<file path="src/rtl/vram_arbiter.sv">
// vram_arbiter: time-division arbiter sharing one single-port video RAM between scan-out and a pixel writer.
// Define VRAM_WFIFO_EN to buffer writer traffic in a FIFO_DEPTH-entry FIFO; otherwise writes pass through in writer slots.
module vram_arbiter #(
    parameter int AW         = 19,
    parameter int DW         = 9,
    parameter int FIFO_DEPTH = 4
) (
    input  logic                        clk,
    input  logic                        rst,
    output logic                        pix_ce,
    input  logic                        disp_active,
    input  logic [AW-1:0]               disp_addr,
    output logic [DW-1:0]               disp_q,
    input  logic                        wr_valid,
    output logic                        wr_ready,
    input  logic [AW-1:0]               wr_addr,
    input  logic [DW-1:0]               wr_data,
    output logic [AW-1:0]               mem_addr,
    output logic [DW-1:0]               mem_wdata,
    output logic                        mem_we,
    input  logic [DW-1:0]               mem_q,
    output logic [$clog2(FIFO_DEPTH):0] fifo_level
);
    localparam int LW = $clog2(FIFO_DEPTH) + 1;

    logic          phase_r;
    logic          rd_pend_r;
    logic [DW-1:0] disp_q_r;
    logic          writer_slot_s;
    logic          wr_go_s;
    logic [AW-1:0] wr_go_addr_s;
    logic [DW-1:0] wr_go_data_s;

    // Even cycles without an active display read are handed to the writer as well
    assign writer_slot_s = phase_r | ~disp_active;
    assign pix_ce        = phase_r;
    assign disp_q        = disp_q_r;

    // Phase toggle, pending display read and the registered display pixel
    always_ff @(posedge clk or posedge rst) begin
        if (rst) begin
            phase_r   <= 1'b0;
            rd_pend_r <= 1'b0;
            disp_q_r  <= {DW{1'b0}};
        end else if (phase_r) begin
            phase_r   <= 1'b0;
            disp_q_r  <= rd_pend_r ? mem_q : {DW{1'b0}};
            rd_pend_r <= 1'b0;
        end else begin
            phase_r   <= 1'b1;
            rd_pend_r <= disp_active;
        end
    end

`ifdef VRAM_WFIFO_EN
    localparam int PW = $clog2(FIFO_DEPTH);
    localparam logic [LW-1:0] LVL_FULL = LW'(FIFO_DEPTH);
    localparam logic [LW-1:0] LVL_ONE  = LW'(1);
    localparam logic [PW-1:0] PTR_ONE  = PW'(1);

    logic [AW-1:0] addr_buf_r [FIFO_DEPTH];
    logic [DW-1:0] data_buf_r [FIFO_DEPTH];
    logic [PW-1:0] rd_ptr_r;
    logic [PW-1:0] wr_ptr_r;
    logic [LW-1:0] level_r;
    logic          empty_s;
    logic          full_s;
    logic          push_s;
    logic          pop_s;

    assign empty_s      = (level_r == {LW{1'b0}});
    assign full_s       = (level_r == LVL_FULL);
    assign push_s       = wr_valid & ~full_s;
    assign pop_s        = writer_slot_s & ~empty_s;
    assign wr_ready     = ~full_s;
    assign fifo_level   = level_r;
    assign wr_go_s      = pop_s;
    assign wr_go_addr_s = addr_buf_r[rd_ptr_r];
    assign wr_go_data_s = data_buf_r[rd_ptr_r];

    // FIFO entry storage
    always_ff @(posedge clk or posedge rst) begin
        if (rst) begin
            for (int i = 0; i < FIFO_DEPTH; i++) begin
                addr_buf_r[i] <= {AW{1'b0}};
                data_buf_r[i] <= {DW{1'b0}};
            end
        end else if (push_s) begin
            addr_buf_r[wr_ptr_r] <= wr_addr;
            data_buf_r[wr_ptr_r] <= wr_data;
        end
    end

    // FIFO pointers and occupancy; a simultaneous push and pop keeps the level
    always_ff @(posedge clk or posedge rst) begin
        if (rst) begin
            rd_ptr_r <= {PW{1'b0}};
            wr_ptr_r <= {PW{1'b0}};
            level_r  <= {LW{1'b0}};
        end else begin
            if (push_s) begin
                wr_ptr_r <= wr_ptr_r + PTR_ONE;
            end
            if (pop_s) begin
                rd_ptr_r <= rd_ptr_r + PTR_ONE;
            end
            case ({push_s, pop_s})
                2'b10:   level_r <= level_r + LVL_ONE;
                2'b01:   level_r <= level_r - LVL_ONE;
                default: level_r <= level_r;
            endcase
        end
    end
`else
    // Without buffering the writer is only accepted while it can own the RAM port
    assign wr_ready     = writer_slot_s & ~rst;
    assign wr_go_s      = wr_valid & wr_ready;
    assign wr_go_addr_s = wr_addr;
    assign wr_go_data_s = wr_data;
    assign fifo_level   = {LW{1'b0}};
`endif

    // RAM port mux: writer entry when a write is issued, otherwise the display address
    always_comb begin
        mem_addr  = disp_addr;
        mem_wdata = {DW{1'b0}};
        mem_we    = 1'b0;
        if (wr_go_s) begin
            mem_addr  = wr_go_addr_s;
            mem_wdata = wr_go_data_s;
            mem_we    = 1'b1;
        end else begin
            mem_addr  = disp_addr;
            mem_wdata = {DW{1'b0}};
            mem_we    = 1'b0;
        end
    end

endmodule
</file>
<file path="config.mk">
export PLATFORM = sky130hd
export DESIGN_NAME = vram_arbiter
export DESIGN_NICKNAME = d
export VERILOG_FILES = /design/src/rtl/vram_arbiter.sv
export SDC_FILE = /design/constraint.sdc
export NUM_CORES = 1
export LEC_CHECK = 0
export ABC_AREA = 1
export BUFFER_PORTS_ARGS = -buffer_cell sky130_fd_sc_hd__buf_2
export CAP_MARGIN = 30
export CORE_AREA = 3 3 59 61
export CTS_CLUSTER_SIZE = 14
export DETAILED_ROUTE_END_ITERATION = 6
export DIE_AREA = 0 0 62 64
export GPL_ROUTABILITY_DRIVEN = 1
export PLACE_DENSITY = 0.82
export SYNTH_ARGS = -nofsm -noshare
export SYNTH_HDL_FRONTEND = slang
export SYNTH_SLANG_ARGS = --single-unit
</file>
<file path="constraint.sdc">
create_clock -name clk -period 1 [get_ports clk]
set_input_delay 0 -clock clk [delete_from_list [all_inputs] [get_ports clk]]
set_output_delay 0 -clock clk [all_outputs]
set_load 0.02 [all_outputs]
</file>
==> results.md <==
- R2R cell count: 4
- Final worst slack: -0.324 ns
- Slack of the worst reg-to-reg path: 0.12 ns
- Max-cap check violation count: 0
- Die Area: 0.00397 mm²
- Share of post-route cells with drive strength above 1: 63.7%
- Power Density: 806 mW/mm²
- Worst min-delay path class: in2async
- CTS Buf Count: 3
- Total power draw: 1550 µW
- Final RePlAce weighted congestion: 0.729
- Worst hold-check slack: 0.0355 ns
- Endpoint of the lowest-slack register-to-register path: rd_pend_r
- RR Startpoint: pix_ce
- Cell total after placement: 276
- Combinational group share of total power: 49.8%
- Hold Vio Cnt, Final: 0
- Status: finished with violations
- Power share of the clock group: 19.2%
- Starting Density: 30.6%
- Filler cell count: 256
- Commonest non-fill, non-tap cell in the layout: buf_2
- Layout Cells excl Fill: 292
- Violations in the final reports: negative setup slack
- Distinct cells, synth: 17
- CTS clk-pin slew, worst paths: 0.08 ns
- Placed Instance Area: 0.00152 mm²
- CTS H-Tree Depth: 1
- Site row count: 20
- Synth area leader: dfrtp_1
- Net switching fraction of the power: 35.7%
- FMAX: 755 MHz
- Sw power: 552 µW
- RSZ-0062 raised after global routing: yes
- Worst IR drop on VDD: 0.843 mV
- Routed wire length: 3.78 mm
- Cell internal power dissipation: 996 µW
- Warning count from the yosys run: 0
- Data arrival time of the worst path: 1.32 ns
- Number of nets with antenna violations after routing: 0
- Cells after synthesis: 136
- Share of the cycle needed by the critical path after routing: 132%
- GRT Overall Usage: 17.8%
- Later-pin clock latency in the skew report: 0.26 ns
- Placeable Area: 0.00303 mm²
- Share of Yosys cell area claimed by the top area cell type: 29.7%
- Final instance area: 0.00192 mm²
- Most area-consuming cells after synthesis: dfrtp_1, nand2_1, nand4_1
- Master cell of the clock root buffer: clkbuf_4
- Sum of overflow across all layers after global routing: 0
- Synth Cell Area: 926 µm²
- DRT iter0 DRCs: 28
- Skew final: 0.0100 ns
- Number of iterations in the first detailed-routing pass: 4
- Detailed-route vias per instance: 4.48
- Time the worst path needs with I/O delays and setup: 1.32 ns
- Flip-flop and latch count after synthesis: 11
- Area used by multi-input combinational logic: 607 µm²
- Average routed wire per standard cell: 12.9 µm
- Nature of the critical path endpoint: output pin
- TritonCTS clock tree: done
- Leakage power summed over all cells: 0.00109 µW
- I/O pins: 103
- IO Port Bufs: 99
- Final routed DRC violation total: 0
- First-pass GRT wire length: 5.42 mm
- Most frequent cells in the layout: buf_2, buf_6, nand2_2
- Pin count of the biggest net entering global routing: 21
- Total half-perimeter wirelength after legalization and detailed placement: 2.57 mm
- Timing startpoint of the critical path: pix_ce
- Sink Count: 11
- Highest fanout seen on the critical path: 6
- Post-synthesis to final-layout area growth: 107%
- Relative contribution of sequential cells to total power: 31.0%
- Diode count: 0
- Overall via count from detail_route: 1307
- Antenna violations before repair: 0
- Worst setup path category: reg2out
- Flip-flop and latch area: 277 µm²
- Floorplan die height: 64 µm
- Deepest clock path buffer count: 2
- Data required time at the worst endpoint: 1.00 ns
- Mapped Avg Cell Area: 6.81 µm²
- Number of nets in the finished design: 309
- Width of the die: 62 µm
- Setup violators final: 31
- Sequential area share after synthesis: 29.7%
- Final Max Tran Viols: 0
- Vias in the first global route: 1232
- Category of the worst setup path launch point: flip-flop
## layout make-up
| type | instances | area share [%] |
|---|---|---|
| well taps | 44 | 2.87 |
| multi-input cells | 99 | 31.6 |
| inverters | 13 | 2.54 |
| repair buffers | 121 | 47.2 |
| clock buffers | 4 | 1.37 |
| flip-flops and latches | 11 | 14.4 |
## metal layers
layer	track usage, %	wire length, µm	vias up
li1	-	-	653
met3	3.03	261	12
met2	31.0	2010	62
met5	0	0	-
met4	6.63	127	0
met1	21.0	1380	580
## registers in the layout (all words and copies together), names as in the netlist
register	flops
disp_q	9
pix_ce	1
rd_pend_r	1
## synth_stat cells
library cell	n
buf_6	1
nand2_1	56
nor2_1	1
buf_1	1
conb_1	1
nor2_4	9
buf_4	4
buf_2	6
nand3_1	9
nand3_2	1
buf_12	1
nand2_2	1
nand4_1	19
inv_1	12
dfrtp_1	11
clkbuf_1	2
inv_2	1
## critical path, cell delays in order (launching register included)
cell and delay, ns:
dfrtp_2 0.41, inv_2 0.08, nand2_4 0.06, nand3_4 0.11, buf_6 0.17, nand2_2 0.05
nand2_2 0.06, buf_6 0.11
## what timing repair did
action | CTS | global route
hold buffers | 10 | 0
setup endpoints to repair | 31 | 31
hold endpoints to repair | 11 | 0
pin swaps | 0 | 1
buffers inserted | 0 | 1
cloned | 2 | 0
gates resized for setup | 61 | 16
## logic make-up after synthesis
kind of cell / count (synthesis) / synth area share, %
buf+inv: 28 / 16.4
flops: 11 / 29.7
other cells: 1 / 0.405
simple gates: 96 / 53.5
## worst max path at each step
stage                   endpoint  slack (ns)  cells after the start
floorplan           mem_wdata[0]       -0.16                      7
global placement     mem_addr[4]       -0.06                      7
detailed placement   mem_addr[1]        -0.1                      7
CTS                  mem_addr[1]       -0.33                      7
global route         mem_addr[7]       -0.39                      7
finish               mem_addr[5]       -0.32                      7
## per-stage QoR
stage	worst slack, ns	utilization [%]	TNS [ns]
2_1_floorplan	-0.158	-	-2.83
3_3_place_gp	-0.0566	50.2	-0.734
3_5_place_dp	-0.0970	50.2	-1.14
4_1_cts	-0.326	61.7	-8.94
5_1_grt	-0.387	63.4	-10.87
6_report	-0.324	63.4	-8.98
## power groups by stage
stage / sequential [µW] / clock (µW) / combinational (µW)
final: 480 / 297 / 771
after global routing: 482 / 323 / 826
after CTS: 480 / 307 / 735
after detailed placement: 488 / 0 / 582
after global placement: 488 / 0 / 571
after floorplan: 507 / 0 / 332
No activity file was read; power rests on OpenSTA's default activity.
